File: src/rtl/flow_control_status.sv
// Occupancy tracking and flow-control status for five FIFOs (MF, VC0, VC1, D0, D1).
// Outputs are registered from next-state counts/thresholds, so a strobe shows one edge later.
module flow_control_status #(
  parameter int unsigned DEPTH_MF = 4,
  parameter int unsigned DEPTH_VC = 16,
  parameter int unsigned DEPTH_D  = 4
) (
  input  logic        clk,
  input  logic        reset_L,
  input  logic        init,
  input  logic [13:0] Umbrales_I,
  input  logic [4:0]  push,
  input  logic [4:0]  pop,
  output logic [4:0]  FIFO_empty,
  output logic [4:0]  FIFO_error,
  output logic [4:0]  almost_full,
  output logic [4:0]  almost_empty,
  output logic        pause
);

  logic [4:0] empty_d, err_d, af_d, ae_d;
  logic [4:0] empty_q, err_q, af_q, ae_q;
  logic       pause_q;

  // Bit 4 = MF, 3 = VC0, 2 = VC1, 1 = D0, 0 = D1.
  for (genvar i = 0; i < 5; i++) begin : g_fifo
    localparam bit          IsVc  = (i == 3) || (i == 2);
    localparam int unsigned Depth = (i == 4) ? DEPTH_MF : (IsVc ? DEPTH_VC : DEPTH_D);
    localparam int unsigned CW    = $clog2(Depth + 1);
    localparam int unsigned TW    = IsVc ? 4 : 2;
    localparam int unsigned TLsb  = (i == 4) ? 12 : (i == 3) ? 8 : (i == 2) ? 4 : (i == 1) ? 2 : 0;
    localparam logic [CW-1:0] DepthC = CW'(Depth);

    logic [CW-1:0] cnt_q, cnt_d;
    logic [TW-1:0] thr_q, thr_d;
    logic [CW-1:0] thr_ext;
    logic          err_set;

    always_ff @(posedge clk) begin
      if (!reset_L) begin
        cnt_q <= '0;
        thr_q <= '0;
      end else begin
        cnt_q <= cnt_d;
        thr_q <= thr_d;
      end
    end

    always_comb begin
      thr_d   = init ? Umbrales_I[TLsb +: TW] : thr_q;
      cnt_d   = cnt_q;
      err_set = 1'b0;
      case ({push[i], pop[i]})
        2'b10: begin
          if (cnt_q == DepthC) err_set = 1'b1;
          else                 cnt_d   = cnt_q + CW'(1);
        end
        2'b01: begin
          if (cnt_q == '0) err_set = 1'b1;
          else             cnt_d   = cnt_q - CW'(1);
        end
        2'b11: begin
          // Empty FIFO: the push lands but the pop underflows.
          if (cnt_q == '0) begin
            cnt_d   = CW'(1);
            err_set = 1'b1;
          end
        end
        default: ;
      endcase
    end

    assign thr_ext    = CW'(thr_d);
    assign empty_d[i] = (cnt_d == '0);
    assign af_d[i]    = (cnt_d >= (DepthC - thr_ext));
    assign ae_d[i]    = (cnt_d <= thr_ext);
    // Error set wins over the init clear.
    assign err_d[i]   = err_set | (err_q[i] & ~init);
  end

  always_ff @(posedge clk) begin
    if (!reset_L) begin
      empty_q <= 5'b11111;
      err_q   <= 5'b00000;
      af_q    <= 5'b00000;
      ae_q    <= 5'b11111;
      pause_q <= 1'b0;
    end else begin
      empty_q <= empty_d;
      err_q   <= err_d;
      af_q    <= af_d;
      ae_q    <= ae_d;
      pause_q <= |af_d;
    end
  end

  assign FIFO_empty   = empty_q;
  assign FIFO_error   = err_q;
  assign almost_full  = af_q;
  assign almost_empty = ae_q;
  assign pause        = pause_q;

endmodule

File: config.mk
export PLATFORM = sky130hd
export DESIGN_NAME = flow_control_status
export DESIGN_NICKNAME = d
export VERILOG_FILES = /design/src/rtl/flow_control_status.sv
export SDC_FILE = /design/constraint.sdc
export NUM_CORES = 1
export LEC_CHECK = 0
export ABC_AREA = 1
export CAP_MARGIN = 20
export CORE_ASPECT_RATIO = 0.8
export CORE_MARGIN = 10
export CORE_UTILIZATION = 40
export CTS_BUF_LIST = sky130_fd_sc_hd__clkbuf_16
export CTS_CLUSTER_DIAMETER = 60
export DETAILED_ROUTE_END_ITERATION = 10
export HOLD_SLACK_MARGIN = 0.06
export PLACE_DENSITY = 0.72
export SYNTH_ARGS = -nofsm -noshare
export SYNTH_HDL_FRONTEND = slang
export SYNTH_SLANG_ARGS = --single-unit
File: constraint.sdc
create_clock -name clk -period 3.56 [get_ports clk]
set_input_delay 1.068 -clock clk [delete_from_list [all_inputs] [get_ports clk]]
set_output_delay 1.068 -clock clk [all_outputs]
set_load 0.02 [all_outputs]
==> results of run 1 <==
==> power groups by stage <==
stage	clock, mW	sequential [mW]	combinational [mW]
3_5_place_dp	0	0.783	1.08
4_1_cts	0.583	0.771	1.08
3_3_place_gp	0	0.783	1.04
5_1_grt	0.608	0.782	1.21
2_1_floorplan	0	0.839	0.683
6_report	0.575	0.770	1.08
==> state kept, by name, summed over array words and instances, names as in the netlist <==
register,flops
g_fifo.cnt_q,19
g_fifo.thr_q,14
FIFO_empty,5
FIFO_error,5
almost_empty,5
almost_full,5
pause,1
==> logic make-up after synthesis <==
group | after synthesis | share of synthesized area
simple gates | 246 | 0.2862
flops | 54 | 0.2726
buf+inv | 122 | 0.1259
xor+xnor | 11 | 0.02430
mux | 6 | 0.01830
fa+ha+maj | 50 | 0.1578
compound gates | 75 | 0.1149
==> layout make-up <==
class	instances	area, µm²	area share
sequential	54	1081	0.2253
timing repair buffer	61	575.6	0.1199
multi-input combinational	388	2385	0.4970
clock buffer	5	125.1	0.02608
clock inverter	3	48.80	0.01017
inverter	110	412.9	0.08605
tap	136	170.2	0.03546
==> layout by cell type, fill, tap and decap left out, drive strengths merged <==
cell           netlist  final
o21ai               27     27
xor2                10     10
o21bai               3      3
a31oi                6      6
o31ai                2      2
nand2              110    110
clkdlybuf4s50        0     47
mux2i                6      6
xnor2                1      1
o221ai               1      1
clkinvlp             0      1
clkbuf               4      5
dfxtp               54     54
o211ai               8      8
bufinv               0      1
ha                  50     50
nand3               46     46
o21a                 2      2
a21oi               20     20
nor2                62     62
and2                 2      2
or2                  4      4
a21o                 1      1
o22ai                5      5
nand3b               3      3
inv                109    110
nor3b                1      1
buf                  8     14
nand4               11     11
clkinv               1      1
nor3                 7      7
==> routing by layer <==
metal  vias up  track usage
li1       1923            -
met1      1666       0.1527
met2        62       0.2147
met3         5      0.03125
met4         0      0.03011
met5         -            0
==> per-stage QoR <==
step                      instances  cell area [µm²]
after floorplan                 564             3965
after global placement          749             4624
after detailed placement        749             4624
after CTS                       757             4798
after global routing            757             4798
final                           757             4798
==> critical path, cell delays in order <==
cell and delay, ps:
clkdlybuf4s50_1 490, buf_4 270, mux2i_1 350, ha_1 210, inv_1 40, ha_1 300
a21oi_1 150, nand3_1 100, o31ai_1 300, nand3_2 100
==> path summary, 6_finish.rpt <==
check / from / to / depth (start not counted)
max reg2reg: g_fifo[3].cnt_q[0] / pause / 16
min reg2reg: FIFO_error[3] / FIFO_error[3] / 2
min: FIFO_error[3] / FIFO_error[3] / 2
max: init / pause / 10
==> impl_results.md, run 1 <==
* Crit path time final at 3205 ps
* Maximum vdd drop at 0.2031 mV
* H-tree depth at 2
* HP Class: flop to flop
* Final worst slack at 355.0 ps
* Clk_skew at 4.422 ps
* Fin. max-slew vios at 0
* Root buffer cell: clkbuf_16
* Core Region at 9649 µm²
* CTS resizes at 0
* Antenna violations before repair at 0
* Max cap viols at 0
* Post-synthesis cell type count at 41
* Most common cell in the netlist: nand2_1
* DRT iter0 DRCs at 176
* Overall Global Routing Usage at 0.1240
* Final nets at 697
* Sequential share of the synthesized area at 0.2726
* Pint at 1.507 mW
* PortBufs at 47
* M1 wire length at 4453 µm
* R2R setup slack at 790 ps
* Logic pwr share at 0.445
* Num CTS Buffers at 5
* Most used DFF post-synth: dfxtp_1
* Post-route antenna net violation count at 0
* Final Routed Wirelength at 9308 µm
* Diodes inserted at 0
* Reg power frac at 0.318
* Syn Nets at 641
* Pwr dens at 504.8 nW/µm²
* Synth warn at 0
* Grt ovf at 0
* Fillers at 915
* Final Setup Violations at 0
* Hold_buf cts at 0
* Wirelength per Cell at 12.30 µm
* Clk buf depth at 2
* Residual DRC count at 0
* Setup tns final at 0 ps
* Setup Buffers After CTS at 0
* Met3 routed WL at 398 µm
* Syn-to-layout area delta at 21.02%
* Layout cell share with drive strength beyond 1 at 0.08696
* Total power at 2.422 mW
* Crit path max fanout at 17
* Share of total power in the clock network at 0.237
* Clk sink count at 54
* Highest Signal Layer: met4
* Largest net degree at the start of global routing at 33
* Drt first pass iters at 4
* Die height at 109.1 µm
* Drt via density at 4.830
* Cell leakage power at 2.414 nW
* Worst-Margin Slew at 438.3 ps
* Synth cell count leaders: nand2_1 (106), inv_1 (102), nor2_1 (57)
* Fin crit share at 0.9003
* Slew HR at 0.7074
* FMAX at 0.3120 GHz
* Critical path endpoint category: flop
* Vias in the first global route at 3,287
* Num ports at 48
* Initial Utilization at 0.4109
* Crit start category: input pin
* Routability cong. at 0.8963
* Setup CP Type: input pin to flop
* Ranking of synthesized cells by area: dfxtp_1 (27%), ha_1 (16%), nand2_1 (10%), inv_1 (9.7%), nor2_1 (5.4%)
* Hold Vio Cnt, Final at 0
* Std cell rows at 32
* Largest area contributor in the netlist: dfxtp_1
* Worst hold margin at 473.5 ps
* Cell Area, Synth at 3965 µm²
* Clk_lat worst skew at 300 ps
* CTS tree: done
* Post-synth top area share at 0.2726
* Met2 WL at 4393 µm
* Synthesized area per cell at 7.030 µm²
* CTS clk-pin slew, worst paths at 70 ps
* Vias at 3,656
* Post-DP HPWL at 7431 µm
* Post-synth ARST share at 0
* Unrepaired setup endpoints after global routing: no
* Outcome: finished, final reports clean
* Critical Path AT at 3390 ps
* Yosys reg bits at 54
* Post-place setup slack at 72.24 ps
* Number of enable flip-flop cells after synthesis at 0
* Die area at 14,320 µm²
* Required @ worst endpoint at 3750 ps
* Sw Ratio at 0.3779
* Die width at 131.3 µm
* Share of the core filled with cells at 0.4973
* Switching pwr at 915.3 µW
* First-pass GRT wire length at 15,100 µm
* Post-Syn Instances at 564
(Power assumes the default switching activity.)
==> run 2, diff against run 1 <==
--- a/config.mk
+++ b/config.mk
@@ -13,6 +13,7 @@
 export CTS_BUF_LIST = sky130_fd_sc_hd__clkbuf_16
 export CTS_CLUSTER_DIAMETER = 60
 export DETAILED_ROUTE_END_ITERATION = 10
+export GPL_TIMING_DRIVEN = 1
 export HOLD_SLACK_MARGIN = 0.06
 export PLACE_DENSITY = 0.72
 export SYNTH_ARGS = -nofsm -noshare
==> results of run 2 <==
Final layout, timing and power as in run 1 (identical DEF).
==> run 3, diff against run 2 <==
--- a/config.mk
+++ b/config.mk
@@ -5,7 +5,7 @@
 export SDC_FILE = /design/constraint.sdc
 export NUM_CORES = 1
 export LEC_CHECK = 0
-export ABC_AREA = 1
+export ABC_AREA = 0
 export CAP_MARGIN = 20
 export CORE_ASPECT_RATIO = 0.8
 export CORE_MARGIN = 10
==> constraint.sdc (replaced) <==
create_clock -name clk -period 3 [get_ports clk]
set_input_delay 0.9 -clock clk [delete_from_list [all_inputs] [get_ports clk]]
set_output_delay 0.9 -clock clk [all_outputs]
set_load 0.02 [all_outputs]
==> run 3 against run 2 <==
Compared with the run above: the flow now finishes with violations (negative setup slack); combinational power grew 79%; via count shrank 3.8%; die area shrank 3.9%; routed wire length grew 6.4%; global-route usage grew 1.1 points; clock power shrank 1%; sequential power grew 19%; flip-flop and latch count is the same; cell count shrank 8.5%; synthesized cell count shrank 21%; clock skew grew 1.7 ps; critical path depth grew 1; critical path type unchanged; critical endpoint unchanged; largest power group unchanged.
==> impl_results.md, run 3 <==
* Setup tns final at -215.7 ps
* Crit path max fanout at 3
* Num CTS Buffers at 5
* Post-route antenna net violation count at 0
* Num ports at 48
* Pwr dens at 633.5 nW/µm²
* Final worst slack at -148.2 ps
* Number of enable flip-flop cells after synthesis at 0
* Final Routed Wirelength at 9903 µm
* Most common cell after layout, fill and taps aside: buf_4
* Diodes inserted at 0
* Clk buf depth at 2
* First-pass GRT wire length at 15,730 µm
* Synthesized area per cell at 8.491 µm²
* Setup CP Type: input pin to flop
* Synth warn at 0
* Maximum vdd drop at 0.3653 mV
* Root buffer cell: clkbuf_16
* Cell leakage power at 2.445 nW
* Clk sink count at 54
* Synth cell count leaders: dfxtp_1 (54), ha_1 (50), inv_1 (41)
* Bufs and invs on worst path at 1
* Worst-Margin Slew at 446.9 ps
* Crit path time final at 3148 ps
* Largest net degree at the start of global routing at 29
* Syn Nets at 522
* Worst hold path startpoint: FIFO_error[0]
* Critical Path AT at 3340 ps
* Cell Area, Synth at 3779 µm²
* Std cell rows at 31
* Hold Crit Endpoint: FIFO_error[0]
* Grt ovf at 0
* CP top delay family: adder cells
* CTS tree: done
* Max reg flops at 19
* Most frequent cells in the layout: buf_4 (96), dfxtp_1 (50), ha_1 (44), clkdlybuf4s50_1 (42), nor2_1 (40)
* Required @ worst endpoint at 3190 ps
* Violated checks: negative setup slack
* Regs by FF count: g_fifo.cnt_q x19, g_fifo.thr_q x14
* Fin. max-slew vios at 0
* FF-to-FF Start: g_fifo[2].cnt_q[1]
* Drt via density at 5.076
* Residual DRC count at 0
* Die height at 106.9 µm
* Post-synthesis cell type count at 70
* Share of the core filled with cells at 0.5911
* Wirelength per Cell at 14.29 µm
* Die width at 128.7 µm
* Critical path endpoint category: flop
* Unrepaired setup endpoints after global routing: yes
* Placed cell count at 675
* Most common cell in the netlist: dfxtp_1
* Outcome: finished with violations
* FMAX at 0.3176 GHz
* H-tree depth at 2
* Layout cell share with drive strength beyond 1 at 0.2958
* Post-DP HPWL at 7598 µm
* Antenna violations before repair at 0
* Worst r2r dst: pause
* Sequential share of the synthesized area at 0.2861
* Clk_lat worst skew at 290 ps
* Slew HR at 0.6936
* Hold_buf cts at 0
* DRT iter0 DRCs at 251
* Reg2reg path depth at 14
* PortBufs at 47
* Post-Syn Instances at 445
* Routability cong. at 0.8714
* CTS clk-pin slew, worst paths at 70 ps
* Overall Global Routing Usage at 0.1352
* Initial Utilization at 0.4146
* Vias in the first global route at 3,396
* Hold path cells at 2
* Fin cells at 693
* Largest reg by FF count: g_fifo.cnt_q
* Largest stage delay on the critical path at 520 ps
* Final Setup Violations at 2
* CP Depth at 11
* Syn-to-layout area delta at 42.58%
* Slowest cell on crit path: clkdlybuf4s50_1
* Largest area contributor in the netlist: dfxtp_1
* Die area at 13,760 µm²
* Most used DFF post-synth: dfxtp_1
* Vias at 3,518
* HP Class: flop to flop
* Fin crit share at 1.049
* Crit start category: input pin
* Hold Vio Cnt, Final at 0
* Core Region at 9115 µm²
* Final nets at 654
* Clk_skew at 6.088 ps
* R2R setup slack at -140 ps
* Post-synth top area share at 0.2861
* Ranking of synthesized cells by area: dfxtp_1 (29%), ha_1 (17%), inv_1 (4.1%), a21oi_1 (4.0%), mux2i_1 (4.0%)
* Post-synth ARST share at 0
* Max cap viols at 0
* CP Cell Sequence: clkdlybuf4s50_1, nor2b_2, nand2_1, o21ai_0, a21oi_2, ha_1, a21oi_2, o21ai_2, maj3_2, maj3_2, o31a_1
* Yosys reg bits at 54
* Drt first pass iters at 4
[run 3: logic make-up (layout without fill, tap and decap cells)]
family | Yosys count | after routing | share of synthesized area
simple gates | 144 | 144 | 0.2076
compound gates | 98 | 98 | 0.1682
xor+xnor | 10 | 10 | 0.02318
flops | 54 | 54 | 0.2861
fa+ha+maj | 53 | 53 | 0.1742
buf+inv | 64 | 197 | 0.07053
mux | 22 | 22 | 0.07019
[run 3: power by group]
| part | leakage, nW | switching [mW] | internal [mW] | total (mW) |
|---|---|---|---|---|
| sequential | 0.449 | 0.0675 | 0.846 | 0.914 |
| clock | 0.0672 | 0.262 | 0.307 | 0.568 |
| combinational | 1.93 | 0.932 | 0.999 | 1.93 |
[run 3: layout make-up]
class                           instances  area [µm²]
Inverter                               44       170.2
Multi-Input combinational cell        327        2630
Fill cell                             779        3727
Sequential cell                        54        1091
Clock inverter                          3       18.77
Clock buffer                            5       125.1
Tap cell                              115       143.9
Timing Repair Buffer                  145        1209
[run 3: routing by layer]
metal  GRT usage  share of wire  up-vias
met5           0              0        -
met1      0.1696           0.45     1617
met4     0.03413         0.0056        0
met3     0.02856          0.048       10
li1            -              -     1825
met2      0.2298           0.50       66
[run 3: stage by stage]
| stage | hold WS, ps | total power, mW | setup slack, ps | area (µm²) |
|---|---|---|---|---|
| after floorplan | 482.3 | 1.909 | -85.27 | 3826 |
| after global placement | 472.7 | 2.553 | -602.8 | 5009 |
| after detailed placement | 469.2 | 2.618 | -673.8 | 5009 |
| after CTS | 478.9 | 3.279 | -128.0 | 5251 |
| after global routing | 515.6 | 3.679 | -268.1 | 5388 |
| final | 475.5 | 3.413 | -148.2 | 5388 |
[run 3: timing repair]
item / 4_1_cts / 5_1_grt
pin swaps: 7 / 11
setup endpoints to repair: 7 / 7
buffers inserted: 5 / 5
resized for setup: 20 / 35
[run 3: worst max path at each step]
stage,startpoint,end
floorplan,g_fifo[2].cnt_q[0],pause
global placement,init,pause
detailed placement,init,pause
CTS,g_fifo[2].cnt_q[1],pause
global route,g_fifo[2].cnt_q[1],pause
finish,push[2],pause
[run 3: tightest hold or removal path, cell delays in order (launching register included)]
cell and delay, ps:
dfxtp_1 310, nand2b_1 70, a21oi_1 50
